$ cat config.mk
export PLATFORM = sky130hd
export DESIGN_NAME = param_stream_sink
export DESIGN_NICKNAME = d
export VERILOG_FILES = /design/src/rtl/param_stream_sink.sv
export SDC_FILE = /design/constraint.sdc
export NUM_CORES = 1
export LEC_CHECK = 0
export CORE_MARGIN = 1.5
export CORE_UTILIZATION = 45
export CTS_CLUSTER_SIZE = 25
export DETAILED_ROUTE_END_ITERATION = 7
export GPL_TIMING_DRIVEN = 1
export PLACE_DENSITY = 0.67
export RECOVER_POWER = 100
export REMOVE_ABC_BUFFERS = 1
export SLEW_MARGIN = 10
export SYNTH_ARGS = -nofsm -noshare
export SYNTH_HDL_FRONTEND = slang
export SYNTH_SLANG_ARGS = --single-unit
$ cat constraint.sdc
create_clock -name clk -period 2.7 [get_ports clk]
set_clock_uncertainty 0.1 [all_clocks]
set_input_delay 0.54 -clock clk [delete_from_list [all_inputs] [get_ports clk]]
set_output_delay 0.54 -clock clk [all_outputs]
set_load 0.005 [all_outputs]
$ cat src/rtl/param_stream_sink.sv
// rtl/param_stream_sink.sv - parameter-stream sink: loads one tensor into RAM, 2-cycle ROM-style readback
module param_stream_sink #(
    parameter int PRECISION_0       = 16,
    parameter int TENSOR_SIZE_DIM_0 = 32,
    parameter int TENSOR_SIZE_DIM_1 = 1,
    parameter int PARALLELISM_DIM_0 = 1,
    parameter int PARALLELISM_DIM_1 = 1,
    parameter int BEAT_ELEMS        = PARALLELISM_DIM_0 * PARALLELISM_DIM_1,
    parameter int DEPTH             = (TENSOR_SIZE_DIM_0 * TENSOR_SIZE_DIM_1) / BEAT_ELEMS,
    parameter int ADDR_WIDTH        = $clog2(DEPTH) + 1
) (
    input  logic                   clk,
    input  logic                   rst,
    input  logic [PRECISION_0-1:0] data_in [BEAT_ELEMS],
    input  logic                   data_in_valid,
    output logic                   data_in_ready,
    input  logic                   reload,
    output logic                   load_done,
    output logic [ADDR_WIDTH-1:0]  beats_loaded,
    input  logic [ADDR_WIDTH-1:0]  rd_addr,
    input  logic                   rd_ce,
    output logic [PRECISION_0-1:0] rd_data [BEAT_ELEMS]
);

    localparam int IDX_W = $clog2(DEPTH);
    localparam logic [ADDR_WIDTH-1:0] LAST_BEAT = ADDR_WIDTH'(DEPTH - 1);
    localparam logic [ADDR_WIDTH-1:0] DEPTH_A   = ADDR_WIDTH'(DEPTH);

    typedef enum logic {
        LOAD = 1'b0,
        DONE = 1'b1
    } state_t;

    state_t                  state;
    state_t                  state_next;
    logic [ADDR_WIDTH-1:0]   count_next;
    logic                    accept;

    logic [PRECISION_0-1:0]  mem   [DEPTH][BEAT_ELEMS];
    logic [PRECISION_0-1:0]  rd_s1 [BEAT_ELEMS];
    logic [PRECISION_0-1:0]  rd_s2 [BEAT_ELEMS];

    assign data_in_ready = (state == LOAD) && !reload;
    assign accept        = data_in_valid && data_in_ready;
    assign load_done     = (state == DONE);

    always_comb begin
        state_next = state;
        count_next = beats_loaded;
        if (reload) begin
            state_next = LOAD;
            count_next = '0;
        end else if (accept) begin
            count_next = beats_loaded + 1'b1;
            if (beats_loaded == LAST_BEAT) begin
                state_next = DONE;
            end
        end
    end

    always_ff @(posedge clk) begin
        if (rst) begin
            state        <= LOAD;
            beats_loaded <= '0;
        end else begin
            state        <= state_next;
            beats_loaded <= count_next;
        end
    end

    // RAM is deliberately left uninitialised; only the control state is reset.
    always_ff @(posedge clk) begin
        if (!rst && accept) begin
            for (int j = 0; j < BEAT_ELEMS; j++) begin
                mem[beats_loaded[IDX_W-1:0]][j] <= data_in[j];
            end
        end
    end

    always_ff @(posedge clk) begin
        if (rst) begin
            for (int j = 0; j < BEAT_ELEMS; j++) begin
                rd_s1[j] <= '0;
                rd_s2[j] <= '0;
            end
        end else if (rd_ce) begin
            for (int j = 0; j < BEAT_ELEMS; j++) begin
                rd_s1[j] <= (rd_addr < DEPTH_A) ? mem[rd_addr[IDX_W-1:0]][j] : '0;
                rd_s2[j] <= rd_s1[j];
            end
        end
    end

    assign rd_data = rd_s2;

endmodule

**After elaboration in Yosys (flattened, before gate mapping)**

Memories as Yosys holds them, arrays and structs flattened. A register that Yosys moved wholly into a read port is not among the register bits.
Cells that the tools add are included.

- Bits of input ports: 27
- Flip-flop bits (word level): 7
- Output and inout port bits: 24
- Memories: 2
- Bits in writable memories: 528

Memory list:

| name | depth | bits a word | rd ports | clocked after memory_dff | write ports | line | text |
|---|---|---|---|---|---|---|---|
| mem | 32 | 16 | 1 | 0 | 1 | 39 | `logic [PRECISION_0-1:0] mem [DEPTH][BEAT_ELEMS];` |
| rd_s1 | 1 | 16 | 1 | 1 | 1 | 40 | `logic [PRECISION_0-1:0] rd_s1 [BEAT_ELEMS];` |

- Order comparisons: 1
- Equal/unequal tests: 1
- Bitwise logic cells: 1
- Reductions and logical operators: 8
- Mux-type cells: 10
- Add/subtract/negate cells: 1

Operators with widths:

| operator | number |
|---|---|
| $mux 16 | 2 |
| $reduce_or 16->1 | 1 |
| $mux 1 | 8 |
| $add 6x1->6 const B | 1 |
| $eq 6x5->1 const B | 1 |
| $lt 6x6->1 const B | 1 |
| $logic_and 1x1->1 | 3 |
| $logic_not 1->1 | 2 |
| $reduce_and 2->1 | 1 |
| $reduce_or 2->1 | 1 |
| $not 1->1 | 1 |

**Depth between registers and ports, before layout**

- Depth in word-level cells: 6
- Depth in mapped cells: 7

**Worst setup path after synthesis**

Ideal clock, no wire load.

- Path kind: in2reg
- Start: input port reload
- End: memory mem[12][0] in the netlist's numbering (enable)
- Setup slack: 0.199 ns
- Required time: 2.212 ns
- Stages: 4
- Setup time: 0.388 ns
- Arrival time: 2.012 ns
- Cell sequence: nor3b_1 -> clkbuf_1 -> nand2_1 -> nor2_1

- Cells in the longest elaborated chain, start to end: 6

RTL lines:

| what | line | text |
|---|---|---|
| start, declared | 17 | `input logic reload,` |
| $logic_not 1->1 | 43 | `assign data_in_ready = (state == LOAD) && !reload;` |
| $logic_and 1x1->1 | 43 |  |
| $logic_and 1x1->1 | 44 | `assign accept = data_in_valid && data_in_ready;` |
| $logic_and 1x1->1 | 73 | `if (!rst && accept) begin` |
| $mux 1 | 73 |  |
| $mux 1 (not written as such) | 75 | `mem[beats_loaded[IDX_W-1:0]][j] <= data_in[j];` |
| end, declared | 39 |  |

Every way passes these cells.

**Worst setup path in the final report**

- Start: register beats_loaded[2]
- End: memory mem[23][4] in the netlist's numbering (enable)

RTL lines:

| what | line | text |
|---|---|---|
| start, declared | 19 | `output logic [ADDR_WIDTH-1:0] beats_loaded,` |
| start signal, assigned | 67 | `beats_loaded <= count_next;` |

No word-level cell before the write port.

==> results.md <==
* Routed length on met3 at 4080 um
* DR vias/cell at 5.78
* Antenna viol nets, final at 0
* Number of enable flip-flop cells after synthesis at 528
* Worst Max-Slew Pin Slew at 1830 ps
* Status: complete, but fails checks
* Via total after detailed routing at 10447
* Worst setup SP type: flop
* Total wire length at 48600 um
* Most used DFF post-synth: edfxtp_1
* Net Sw Power at 3.58 mW
* CP Class: reg2reg
* Layout cell share with drive strength beyond 1 at 17.8%
* Peak VDD IR at 0.488 mV
* Combinational power share at 4.9%
* Hold Path Stages at 2
* Grt total ovfl at 0
* Number of global-route vias before repair at 10382
* Sequential standard cell area at 16300 um2
* Post-synth ARST share at 0%
* Final net count at 1185
* Crit path max-delay family: simple AND/OR/NAND/NOR gates
* Worst-path clk slew at 60 ps
* Post-cts repair resize count at 0
* Post-synthesis instance total at 988
* Yosys top cell by area: edfxtp_1
* GP Congestion at 0.917
* Boundary Pins at 51
* Die area at 49000 um2
* Cell-by-cell trace of the critical path: nor2b_1 > nand2_1 > nor2_1 > dlymetal6s2s_1
* Clock Latency Late Sink at 600 ps
* Initial Util at 45.9%
* Top cells by count, synth: 528 x edfxtp_1, 80 x mux2i_1, 70 x mux4_2
* Crit path max-delay cell type: dlymetal6s2s_1
* Hold_sp: rd_s1[0][12]$_SDFFCE_PP0P_
* Final Util at 52.8%
* Post-Synth Simple-Gate Area at 1.98%
* Hold/Removal Path Class: reg2reg
* N_diodes at 0
* RR Endpoint: mem[23][4]$_DFFE_PP_
* Arr. time, crit path at 2650 ps
* Warnings, synthesis at 0
* Final setup violation count at 0
* Post-Syn Area per Cell at 21.7 um2
* Largest cells by area after synthesis: edfxtp_1 74%, mux4_2 7.4%, mux4_1 5.1%
* Slew HR at -22.1%
* Synthesis-to-layout area growth at 15.2%
* Wire per inst at 26.9 um
* CP Buf/Inv Count at 1
* # rows at 79
* DR iter-0 viols at 1439
* Worst Hold Path EP: rd_data[12]$_SDFFE_PP0P_
* Pwr dens at 706 nW/um2
* Crit end category: flop
* Net Sw Frac at 20.5%
* Wl on met1 at 21200 um
* Die width at 221 um
* Yosys top cell area share at 73.9%
* Antenna violations before repair at 0
* Critical path fanouts, max at 16
* Mux share of post-synthesis cell area at 16.2%
* Met2 wire len at 22200 um
* Most common cell in the netlist: edfxtp_1
* Final hold slack at 395 ps
* Unique masters post-synth at 37
* Clock power share at 41.0%
* Reg-to-reg critical path startpoint: beats_loaded[2]$_SDFFE_PP0P_
* RSZ-0062 raised after global routing: false
* Setup ws final at 159 ps
* Global-route wire length before repair at 71100 um
* Reg2reg setup slack at 160 ps
* Largest family of logic cells by synthesized area: multiplexers
* DRC Markers at 0
* Multi-input gate area at 4590 um2
* Int Pwr at 13.9 mW
* Seq cells post-synth at 551
* Synth Area in Adders at 0.233%
* Max Buffers Root-to-Sink at 3
* Leak at 8.31 nW
* Failing checks: max-capacitance violations, max-slew violations
* Die height at 221 um
* CTS hold repair buffers at 0
* Max-cap viol count at 15
* Fill count at 3657
* H-tree depth at 2
* Fin crit share at 94.1%
* CTS buffer count at 54
* Iteration count of the initial detailed-routing pass at 5
* Slowest cell delay on critical path at 690 ps
* Area fraction in compound gates after synthesis at 2.76%
* Placement Setup Slack at -55.5 ps
* Gr usage total at 20.1%
* Mapped Area at 21400 um2
* Setup Buffers After CTS at 0
* XOR/XNOR Fraction of Synth Area at 0.204%
* F_max at 0.394 GHz
* Largest net degree at the start of global routing at 33
* Reg2Reg Depth at 4
* Slew Limit Fails at 495
* WP data required at 2810 ps
* Port Buffer Count at 50
* Min Tclk post-route at 2540 ps
* Top Metal Used: met4
* Detailed Place HPWL at 30100 um
* Core area at 46800 um2
* Fin. Hold Viols at 0
* Clock Tree Root: clkbuf_16
* TritonCTS clock tree: built
* Sequential-to-total area share from yosys stat at 76.1%
* Clk sink count at 551
* Flop pwr share at 54.1%
worst max-delay path by stage:
stage | startpoint | endpoint | cells past startpoint
global route | rst | mem[13][5]$_DFFE_PP_ | 5
global placement | rd_addr[3] | rd_s1[0][12]$_SDFFCE_PP0P_ | 4
CTS | beats_loaded[3]$_SDFFE_PP0P_ | beats_loaded[3] | 1
floorplan | data_in_valid | mem[15][0]$_DFFE_PP_ | 3
detailed placement | rd_addr[3] | rd_s1[0][12]$_SDFFCE_PP0P_ | 4
finish | beats_loaded[2]$_SDFFE_PP0P_ | mem[23][4]$_DFFE_PP_ | 4
kinds of logic after synthesis:
kind of cell,count (synthesis)
flip-flops,551
multiplexers,192
AND/OR/NAND/NOR,100
AO/OA/AOI/OAI,78
buffers and inverters,58
XOR/XNOR,5
adder cells (fa/ha/maj),4
power by group through the flow:
stage / Clock, mW / Combinational, mW / Sequential, mW
after floorplan: 0 / 0.304 / 9.59
after global placement: 0 / 0.869 / 9.59
after detailed placement: 0 / 0.883 / 9.59
after CTS: 7.26 / 0.887 / 9.41
after global routing: 7.61 / 0.908 / 9.42
final: 7.15 / 0.860 / 9.42
layout by cell type (no fill, tap or decap), drive strengths merged, types with 14 or more instances in the layout:
master / netlist / final
mux4: 112 / 112
nand2: 20 / 20
edfxtp: 528 / 528
dfxtp: 23 / 23
clkinv: 0 / 14
clkbuf: 22 / 143
buf: 32 / 54
a221o: 16 / 16
a22oi: 16 / 16
dlygate4sd3: 0 / 41
a31oi: 17 / 17
nor2: 64 / 64
mux2i: 80 / 80
layer usage:
metal	vias up	GRT usage, %
met5	-	0
met3	55	4.87
met2	427	29.9
li1	4503	-
met4	0	5.43
met1	5462	29.6
worst reg2reg max path: stages, from the launching register on:
cell            delay (ps)
dfxtp_1                640
nor2b_1                380
nand2_1                200
nor2_1                 140
dlymetal6s2s_1         690
registers in the layout, indices dropped and copies added (netlist names):
signal        flops
rd_data          16
mem             512
rd_s1            16
load_done         1
beats_loaded      6
cell type report:
| type | count | share of cell area, % |
|---|---|---|
| inverters | 3 | 0.0456 |
| clock buffers | 87 | 6.60 |
| clock inverters | 15 | 0.273 |
| well taps | 607 | 3.07 |
| repair buffers | 165 | 5.39 |
| multi-input cells | 379 | 18.6 |
| flip-flops and latches | 551 | 66.0 |
per-stage QoR:
stage          instances  setup TNS [ps]  cell area, um2  total power, mW
6_report            1807               0           24700             17.4
5_1_grt             1807               0           24700             17.9
4_1_cts             1807               0           25100             17.6
3_5_place_dp        1705            -307           23400             10.5
3_3_place_gp        1705           -45.7           23400             10.5
2_1_floorplan        933          -75720           20900             9.89
(Power assumes the default switching activity.)
